<file path="src/rtl/pan_pkg.sv">
// Shared types and constants for the PAN capture front end and the Luhn validator.
package pan_pkg;

  localparam int          PAN_W      = 76;
  localparam int          MAX_DIGITS = 19;
  localparam logic [3:0]  BCD_MAX    = 4'd9;

  typedef enum logic {S_COLLECT, S_DONE} cap_state_t;

  typedef logic [3:0] bcd_t;

endpackage

</file>
<file path="src/rtl/pan_capture_if.sv">
// Digit handshake and captured-PAN bundle between the keypad/UART decoder side and pan_capture.
interface pan_capture_if;

  logic                       digit_valid;
  pan_pkg::bcd_t              digit_in;
  logic                       digit_ready;
  logic                       backspace;
  logic                       clear;
  logic [pan_pkg::PAN_W-1:0]  pan_bcd;
  logic                       pan_ready;
  logic [4:0]                 digit_count;
  logic                       err_bad_digit;
  logic                       timeout;

  modport master (
    output digit_valid, digit_in, backspace, clear,
    input  digit_ready, pan_bcd, pan_ready, digit_count, err_bad_digit, timeout
  );

  modport slave (
    input  digit_valid, digit_in, backspace, clear,
    output digit_ready, pan_bcd, pan_ready, digit_count, err_bad_digit, timeout
  );

endinterface

</file>
<file path="src/rtl/pan_idle_timer.sv">
// Inactivity counter: raises expire_pulse when run has been held TIMEOUT_CYCLES-1 cycles without a kick.
module pan_idle_timer #(
  parameter int unsigned TIMEOUT_CYCLES = 50_000_000
) (
  input  logic clk,
  input  logic rst,
  input  logic run,
  input  logic kick,
  output logic expire_pulse
);

  if (TIMEOUT_CYCLES == 0) begin : g_off
    assign expire_pulse = 1'b0;
  end else begin : g_on
    localparam int CW = $clog2(TIMEOUT_CYCLES + 1);
    localparam logic [CW-1:0] LAST = CW'(TIMEOUT_CYCLES - 1);

    logic [CW-1:0] idle_q;

    // a kick from the same cycle outranks expiry, so activity always wins the race
    assign expire_pulse = run && !kick && (idle_q == LAST);

    // count idle cycles while running; any activity, a stop or an expiry restarts from zero
    always_ff @(posedge clk) begin
      if (rst) begin
        idle_q <= '0;
      end else if (kick || !run || expire_pulse) begin
        idle_q <= '0;
      end else begin
        idle_q <= idle_q + 1'b1;
      end
    end
  end

endmodule

</file>
<file path="src/rtl/pan_capture.sv">
// Serial-to-parallel PAN assembler: one BCD digit per handshake, leftmost digit at nibble 0.
module pan_capture
  import pan_pkg::*;
#(
  parameter int unsigned NUM_DIGITS     = 16,
  parameter int unsigned TIMEOUT_CYCLES = 50_000_000
) (
  input  logic          clk,
  input  logic          rst,
  pan_capture_if.slave  bus
);

  localparam logic [4:0] FULL_COUNT = 5'(NUM_DIGITS);
  localparam logic [PAN_W-1:0] PAN_MASK =
    (NUM_DIGITS >= MAX_DIGITS) ? {PAN_W{1'b1}}
                               : ((PAN_W'(1) << (4 * NUM_DIGITS)) - PAN_W'(1));

  cap_state_t        state_q, state_d;
  logic [PAN_W-1:0]  pan_q, pan_d;
  logic [4:0]        count_q, count_d;
  logic              err_q, err_d;
  logic              tmo_q, tmo_d;
  logic              accept;
  logic              run;
  logic              kick;
  logic              expire;
  logic [6:0]        wr_base;
  logic [6:0]        bs_base;

  assign bus.digit_ready = (state_q == S_COLLECT) && !bus.clear && !bus.backspace;
  assign accept          = bus.digit_valid && bus.digit_ready;
  assign run             = (state_q == S_COLLECT) && (count_q != 5'd0);
  assign kick            = bus.clear || bus.backspace || accept;
  assign wr_base         = {count_q, 2'b00};
  assign bs_base         = {count_q - 5'd1, 2'b00};

  pan_idle_timer #(
    .TIMEOUT_CYCLES (TIMEOUT_CYCLES)
  ) u_idle_timer (
    .clk          (clk),
    .rst          (rst),
    .run          (run),
    .kick         (kick),
    .expire_pulse (expire)
  );

  // next-state decode in priority order: clear, backspace, digit accept, timeout
  always_comb begin
    state_d = state_q;
    pan_d   = pan_q;
    count_d = count_q;
    err_d   = 1'b0;
    tmo_d   = 1'b0;
    if (bus.clear) begin
      pan_d   = '0;
      count_d = 5'd0;
      state_d = S_COLLECT;
    end else if (bus.backspace) begin
      if (count_q != 5'd0) begin
        pan_d[bs_base +: 4] = 4'd0;
        count_d             = count_q - 5'd1;
        state_d             = S_COLLECT;
      end
    end else if (accept) begin
      if (bus.digit_in <= BCD_MAX) begin
        pan_d[wr_base +: 4] = bus.digit_in;
        count_d             = count_q + 5'd1;
        if (count_q + 5'd1 == FULL_COUNT) begin
          state_d = S_DONE;
        end
      end else begin
        err_d = 1'b1;
      end
    end else if (expire) begin
      pan_d   = '0;
      count_d = 5'd0;
      state_d = S_COLLECT;
      tmo_d   = 1'b1;
    end
  end

  // state, digit register and one-cycle status pulses
  always_ff @(posedge clk) begin
    if (rst) begin
      state_q <= S_COLLECT;
      pan_q   <= '0;
      count_q <= 5'd0;
      err_q   <= 1'b0;
      tmo_q   <= 1'b0;
    end else begin
      state_q <= state_d;
      pan_q   <= pan_d;
      count_q <= count_d;
      err_q   <= err_d;
      tmo_q   <= tmo_d;
    end
  end

  assign bus.pan_bcd       = pan_q & PAN_MASK;
  assign bus.pan_ready     = (state_q == S_DONE);
  assign bus.digit_count   = count_q;
  assign bus.err_bad_digit = err_q;
  assign bus.timeout       = tmo_q;

endmodule

</file>
<file path="src/flat_wrapper.sv">
// flat-port wrapper written by rule: the top's interface ports become plain ports
module pan_capture_flat import pan_pkg::*;
#(
  parameter int unsigned NUM_DIGITS     = 16,
  parameter int unsigned TIMEOUT_CYCLES = 50_000_000
)
  (clk, rst, bus_digit_valid, bus_digit_in, bus_backspace, bus_clear, bus_digit_ready, bus_pan_bcd, bus_pan_ready, bus_digit_count, bus_err_bad_digit, bus_timeout);
  pan_capture_if bus_i ();
  input  logic clk;
  input  logic rst;
  input wire logic [$bits(bus_i.digit_valid)-1:0] bus_digit_valid;
  input wire logic [$bits(bus_i.digit_in)-1:0] bus_digit_in;
  input wire logic [$bits(bus_i.backspace)-1:0] bus_backspace;
  input wire logic [$bits(bus_i.clear)-1:0] bus_clear;
  output wire logic [$bits(bus_i.digit_ready)-1:0] bus_digit_ready;
  output wire logic [$bits(bus_i.pan_bcd)-1:0] bus_pan_bcd;
  output wire logic [$bits(bus_i.pan_ready)-1:0] bus_pan_ready;
  output wire logic [$bits(bus_i.digit_count)-1:0] bus_digit_count;
  output wire logic [$bits(bus_i.err_bad_digit)-1:0] bus_err_bad_digit;
  output wire logic [$bits(bus_i.timeout)-1:0] bus_timeout;
  assign bus_i.digit_valid = bus_digit_valid;
  assign bus_i.digit_in = bus_digit_in;
  assign bus_i.backspace = bus_backspace;
  assign bus_i.clear = bus_clear;
  assign bus_digit_ready = bus_i.digit_ready;
  assign bus_pan_bcd = bus_i.pan_bcd;
  assign bus_pan_ready = bus_i.pan_ready;
  assign bus_digit_count = bus_i.digit_count;
  assign bus_err_bad_digit = bus_i.err_bad_digit;
  assign bus_timeout = bus_i.timeout;
  pan_capture #(.NUM_DIGITS(NUM_DIGITS), .TIMEOUT_CYCLES(TIMEOUT_CYCLES)) u_core (.clk(clk), .rst(rst), .bus(bus_i));
endmodule
</file>
<file path="config.mk">
export PLATFORM = sky130hd
export DESIGN_NAME = pan_capture_flat
export DESIGN_NICKNAME = d
export VERILOG_FILES = /design/src/rtl/pan_pkg.sv /design/src/rtl/pan_capture_if.sv /design/src/rtl/pan_idle_timer.sv /design/src/rtl/pan_capture.sv /design/src/flat_wrapper.sv
export SDC_FILE = /design/constraint.sdc
export NUM_CORES = 1
export LEC_CHECK = 0
export CORE_MARGIN = 2
export CORE_UTILIZATION = 42
export DETAILED_ROUTE_END_ITERATION = 8
export PLACE_DENSITY_LB_ADDON = 0.12
export SLEW_MARGIN = 40
export SYNTH_ARGS = -nofsm -noshare
export SYNTH_HDL_FRONTEND = slang
export SYNTH_SLANG_ARGS = --single-unit
</file>
<file path="constraint.sdc">
create_clock -name clk -period 4.99 [get_ports clk]
set_input_delay 0.998 -clock clk [delete_from_list [all_inputs] [get_ports clk]]
set_output_delay 0.998 -clock clk [all_outputs]
set_load 0.02 [all_outputs]
</file>
==> flow_metrics.py, run 1 <==
metrics = {
    "sta": {
        "final.setup_skew_ns": 0.00839,
        "fin_tns_setup_ns": 0,
        "max_slew_margin_pct": 46.7,
        "period_share_pct": 76.1,
        "finalWorstSetupSlack_ns": 1.19,
        "rsz0062_at_grt": "false",
        "drv_slew": 0,
        "setup-violations-final": 0,
        "period_needed_ns": 3.80,
        "worst_pin_slew_ns": 0.792,
        "max_freq_ghz": 0.263,
        "hold_viol": 0,
    },
    "global_routing": {
        "grt_pass1_wl_mm": 24.6,
        "grt_pass1_vias": 4532,
        "met2_usage_pct": 35.6,
        "grt_use_total_pct": 23.7,
        "antenna_found_initial": 0,
        "grt_max_degree": 46,
        "met3_usage_pct": 4.13,
        "met1_usage_pct": 34.2,
        "busiest_layer": "met2",
        "overflow": 0,
    },
    "floorplan": {
        "initial_core_util_pct": 43.3,
        "die_w_um": 116,
        "die_area_um2": 13400,
        "fp-row-count": 40,
        "core-area_um2": 12100,
        "ios": 94,
        "die_h_um": 116,
    },
    "worst_setup_path": {
        "timing.critical_path.from": "u_core.bus.digit_count[1]",
        "crit_path_top_delay_cell": "dfxtp_1",
        "path_common_cell": "ha_1",
        "reg2reg_from": "u_core.bus.digit_count[1]",
        "worstSetupEndpointType": "flip-flop",
        "critPathTopFamily": "compound AO/OA/AOI/OAI gates",
        "r2r_slack_ns": 1.19,
        "worst-endpoint-arrival_ns": 4.05,
        "critPathCapture": "u_core.pan_q[7]",
        "cp_cell_sequence": "inv_1, ha_1, nor3b_2, ha_1, o31ai_1, or3b_2, a221oi_1, o21ai_1, a32o_1",
        "cp-start-kind": "flip-flop",
        "slowest_delay_ns": 0.68,
        "worst_ep_required_time_ns": 5.24,
        "reg2reg_depth": 9,
        "path_class": "reg -> reg",
        "path_depth": 9,
        "worstReg2RegEnd": "u_core.pan_q[7]",
        "cp.buffers_inverters": 1,
        "worst-path-max-fanout": 16,
    },
    "power": {
        "peakVddDrop_v": 0.000133,
        "power_density_nw_per_um2": 272,
        "leakagePower_nw": 2.24,
    },
    "status": {
        "status": "completed",
    },
    "cts": {
        "path_clk_slew_ns": 0.07,
        "cts-root-buf": "clkbuf_16",
        "cts_made_buffers": 9,
        "insertion_delay_ns": 0.36,
        "hold_buffers": 0,
        "cts_resized": 0,
        "htreeDepth": 3,
        "clock_sinks": 98,
        "post_cts_buffers": 0,
        "cts_tree": "yes",
        "clk_path_buf_depth": 2,
    },
    "drt": {
        "drt-total-wl_mm": 15.4,
        "antenna_left": 0,
        "drtIter0Drc": 383,
        "drcViolationCount": 0,
        "drt_pass1_iterations": 5,
        "routedWlPerCell_um": 18.0,
        "vias_per_cell": 5.59,
        "vias": 4797,
    },
    "cells_and_area": {
        "layout.nets": 703,
        "drive_gt1_share_pct": 7.83,
        "antenna_cells": 0,
        "area_delta_synth_final_pct": 22.9,
        "fill_cells": 1140,
    },
    "synthesis": {
        "synthesis.area_um2": 5230,
        "synth_compound_area_share_pct": 16.9,
        "synth-edff-count": 0,
        "synth_common_cells": "dfxtp_1, nand2_1, nor2_1",
        "synth_top_family_by_area": "simple AND/OR/NAND/NOR gates",
        "yosys-top-cells-area": "dfxtp_1, nand2_1, mux2i_1, nor2_1, xnor2_1",
        "synthSimpleGateAreaFrac_pct": 26.5,
        "yosys_warnings": 0,
        "synth_fa_ha_area_share_pct": 2.15,
        "synth_xor_xnor_area_share_pct": 4.86,
        "ys_seq_area_share_pct": 37.5,
        "yosysTopAreaCell": "dfxtp_1",
        "netlist_instances": 624,
        "synth_most_common_cell": "dfxtp_1",
        "synth.area.mux_share_pct": 5.96,
        "synthArstFlopShare_pct": 0,
        "synth_top_area_share_pct": 37.5,
        "synthFlopType": "dfxtp_1",
        "synth-seq-cells": 98,
        "ys_types": 72,
        "avgSynthCellArea_um2": 8.38,
    },
    "place": {
        "gp_congestion": 0.949,
        "portBuffers": 81,
        "hpwl_mm": 11.1,
        "post-place-ws_ns": 1.24,
    },
    "hold_path": {
        "hold_start": "u_core.u_idle_timer.g_on.idle_q[0]",
        "min-delay-path-class": "reg -> reg",
    },
    "job": {
        "drv_cap": 0,
    },
}
[registers in the layout (all words and copies together), names as in the netlist]
register / flops
u_core.bus.pan_ready: 1
u_core.bus.timeout: 1
u_core.bus.digit_count: 5
u_core.pan_q: 64
u_core.bus.err_bad_digit: 1
u_core.u_idle_timer.g_on.idle_q: 26
[kinds of logic (layout without fill, tap and decap cells)]
group           count (synthesis)  after routing
compound gates                113            113
simple gates                  281            281
other cells                     1             12
buf+inv                        62            117
flops                          98             98
mux                            31             31
fa+ha+maj                       9              9
xor+xnor                       29             29
[cell type report]
class                      instances  area [um^2]  share of cell area (%)
clock inverter                     5         86.3                    1.34
sequential                        98         1960                    30.5
timing repair buffer              88          863                    13.4
inverter                          13         48.8                   0.760
clock buffer                      11          243                    3.78
multi-input combinational        475         3010                    46.9
tap                              168          210                    3.27
[worst min-delay path by stage]
stage / to / slack [ns] / depth (start not counted)
3_3_place_gp: u_core.u_idle_timer.g_on.idle_q[0] / 0.43 / 1
4_1_cts: u_core.u_idle_timer.g_on.idle_q[0] / 0.46 / 1
6_report: u_core.u_idle_timer.g_on.idle_q[0] / 0.45 / 1
5_1_grt: u_core.pan_q[24] / 0.48 / 2
2_1_floorplan: u_core.u_idle_timer.g_on.idle_q[0] / 0.42 / 1
3_5_place_dp: u_core.pan_q[43] / 0.45 / 1
[per-stage QoR]
stage               power [mW]  utilization, %  hold WS (ns)  cell area (um^2)  instances
finish                    1.75            53.2         0.452              6420        858
global route              1.81            53.2         0.480              6420        858
CTS                       1.76            53.2         0.457              6410        858
detailed placement       0.997            50.4         0.446              6080        842
global placement         0.996            50.4         0.429              6080        842
floorplan                0.952               -         0.418              5270        635
[where the power goes]
group          internal [mW]  leakage [nW]  switching [mW]  total, mW
combinational         0.0569          1.29           0.137      0.194
sequential             0.783         0.789         0.00583      0.789
clock                  0.457         0.160           0.309      0.766
[layer usage]
layer / share of wire [%] / vias to the layer above / wire length [um]
li1: - / 2328 / -
met1: 49 / 2279 / 7570
met2: 44 / 170 / 6730
met3: 5.7 / 20 / 885
met4: 1.7 / 0 / 262
met5: 0 / - / 0
[cell usage in the layout, fill, tap and decap left out, types with 4 or more instances in the layout]
| master | n |
|---|---|
| dfxtp_1 | 98 |
| nand2_1 | 90 |
| clkdlybuf4s50_1 | 81 |
| nor2_1 | 66 |
| mux2i_1 | 30 |
| nand3_1 | 29 |
| o21ai_0 | 21 |
| a21oi_1 | 17 |
| xnor2_1 | 16 |
| inv_1 | 13 |
| nor3_1 | 13 |
| xor2_1 | 12 |
| and2_1 | 12 |
| conb_1 | 12 |
| a22o_1 | 11 |
| o2bb2ai_1 | 11 |
| nand4_1 | 10 |
| ha_1 | 9 |
| clkbuf_16 | 9 |
| and3_1 | 8 |
| nand2b_1 | 8 |
| or3_1 | 7 |
| buf_4 | 7 |
| a32o_1 | 6 |
| or4_1 | 5 |
| a31oi_1 | 5 |
| nor4_1 | 5 |
| and4_1 | 4 |
| or2_2 | 4 |
| o31ai_1 | 4 |
No activity file was read; power rests on OpenSTA's default activity.
==> inputs of run 2 (changes only) <==
- clock period: 4.99 -> 3.7 ns (I/O delays scaled with it)
==> run 2 against run 1 <==
Clock power is 32% higher. Clock skew down 0.0040 ns. Via count increased by 1.4%. Combinational power grew 40%. Global-route usage is 0.13 points higher. Cell area up 1.2%. Cell count is 1.4% higher. Register-to-register slack worse by 0.61 ns. Total power rose by 34%.
==> flow_metrics.py, run 2 (same netlist as run 1, synthesis figures left out) <==
metrics = {
    "status": {
        "status": "completed",
    },
    "place": {
        "hpwl_mm": 11.6,
        "gp_congestion": 0.939,
        "placed_cells": 854,
        "dpl_cell_area_um2": 6170,
        "post-place-ws_ns": 0.479,
        "portBuffers": 81,
    },
    "cts": {
        "clk_path_buf_depth": 2,
        "cts_made_buffers": 9,
        "hold_buffers": 0,
        "cts_resized": 0,
        "cts_tree": "yes",
        "cts-root-buf": "clkbuf_16",
        "htreeDepth": 3,
        "insertion_delay_ns": 0.35,
        "post_cts_buffers": 0,
        "clock_sinks": 98,
        "path_clk_slew_ns": 0.07,
    },
    "global_routing": {
        "grt_max_degree": 46,
        "grt_use_total_pct": 23.8,
        "grt_pass1_wl_mm": 24.7,
        "antenna_found_initial": 0,
        "overflow": 0,
        "grt_pass1_vias": 4742,
    },
    "cells_and_area": {
        "final_common_cell": "dfxtp_1",
        "top_register": "u_core.pan_q",
        "fill_cells": 1159,
        "multiInputGateArea_um2": 3000,
        "area_delta_synth_final_pct": 24.3,
        "mostFrequentLayoutCells": "dfxtp_1, nand2_1, clkdlybuf4s50_1, nor2_1, mux2i_1",
        "fin_area_um2": 6500,
        "fin_cells": 870,
        "area.sequential_um2": 1960,
        "drive_gt1_share_pct": 9.12,
        "antenna_cells": 0,
        "fin_util_pct": 53.9,
        "layout.nets": 715,
        "largest_reg_flops": 64,
    },
    "drt": {
        "vias": 4862,
        "drt-total-wl_mm": 15.6,
        "drt_pass1_iterations": 5,
        "drcViolationCount": 0,
        "routedWlPerCell_um": 17.9,
        "antenna_left": 0,
        "vias_per_cell": 5.59,
        "drtIter0Drc": 409,
    },
    "sta": {
        "finalWorstSetupSlack_ns": 0.583,
        "max_slew_margin_pct": 46.4,
        "drv_slew": 0,
        "fin_tns_setup_ns": 0,
        "setup-violations-final": 0,
        "final.setup_skew_ns": 0.00439,
        "max_freq_ghz": 0.321,
        "rsz0062_at_grt": "false",
        "hold_viol": 0,
        "period_share_pct": 84.3,
        "whs_ns": 0.450,
        "worst_pin_slew_ns": 0.795,
        "period_needed_ns": 3.12,
    },
    "hold_path": {
        "min-delay-path-class": "reg -> reg",
    },
    "floorplan": {
        "ios": 94,
        "fp-row-count": 40,
        "core-area_um2": 12100,
        "die_area_um2": 13400,
        "die_w_um": 116,
        "initial_core_util_pct": 43.3,
        "die_h_um": 116,
    },
    "worst_setup_path": {
        "worst-endpoint-arrival_ns": 3.32,
        "path_class": "reg -> reg",
        "r2r_slack_ns": 0.58,
        "worst_ep_required_time_ns": 3.91,
        "cp-start-kind": "flip-flop",
        "worstSetupEndpointType": "flip-flop",
        "worst-path-max-fanout": 12,
    },
    "power": {
        "leakagePower_nw": 2.29,
        "peakVddDrop_v": 0.000312,
        "total_power_mw": 2.34,
        "power_density_nw_per_um2": 360,
    },
    "job": {
        "drv_cap": 0,
    },
}
run 2: critical path, stage by stage, from the launching register on:
cell and delay, ns:
dfxtp_1 0.31, inv_1 0.15, ha_1 0.46, nor3b_2 0.29
ha_1 0.25, inv_1 0.12, a311oi_2 0.43, nand2_1 0.22
o21ai_0 0.19, o2111ai_1 0.33, mux2i_1 0.22
run 2: layer usage:
layer	track usage, %	wire, um
met2	36.5	6890
met4	9.96	388
met5	0	0
met1	32.7	7330
met3	5.02	942
run 2: final cells by class:
| class | instances | share of cell area (%) |
|---|---|---|
| clock buffers | 12 | 3.79 |
| clock inverters | 4 | 1.14 |
| repair buffers | 100 | 14.7 |
| multi-input cells | 475 | 46.2 |
| flip-flops and latches | 98 | 30.2 |
| inverters | 13 | 0.751 |
| well taps | 168 | 3.24 |
run 2: worst paths after layout:
kind,start,to,cells past startpoint
setup / recovery,u_core.bus.digit_count[1],u_core.pan_q[58],10
hold / removal,u_core.u_idle_timer.g_on.idle_q[0],u_core.u_idle_timer.g_on.idle_q[0],1
setup reg to reg,u_core.bus.digit_count[1],u_core.pan_q[58],10
hold reg to reg,u_core.u_idle_timer.g_on.idle_q[0],u_core.u_idle_timer.g_on.idle_q[0],1
run 2: report_power, final:
group / switching [mW] / internal, mW / leakage (nW)
registers: 0.00381 / 1.06 / 0.789
clock network: 0.395 / 0.613 / 0.157
logic: 0.187 / 0.0849 / 1.34
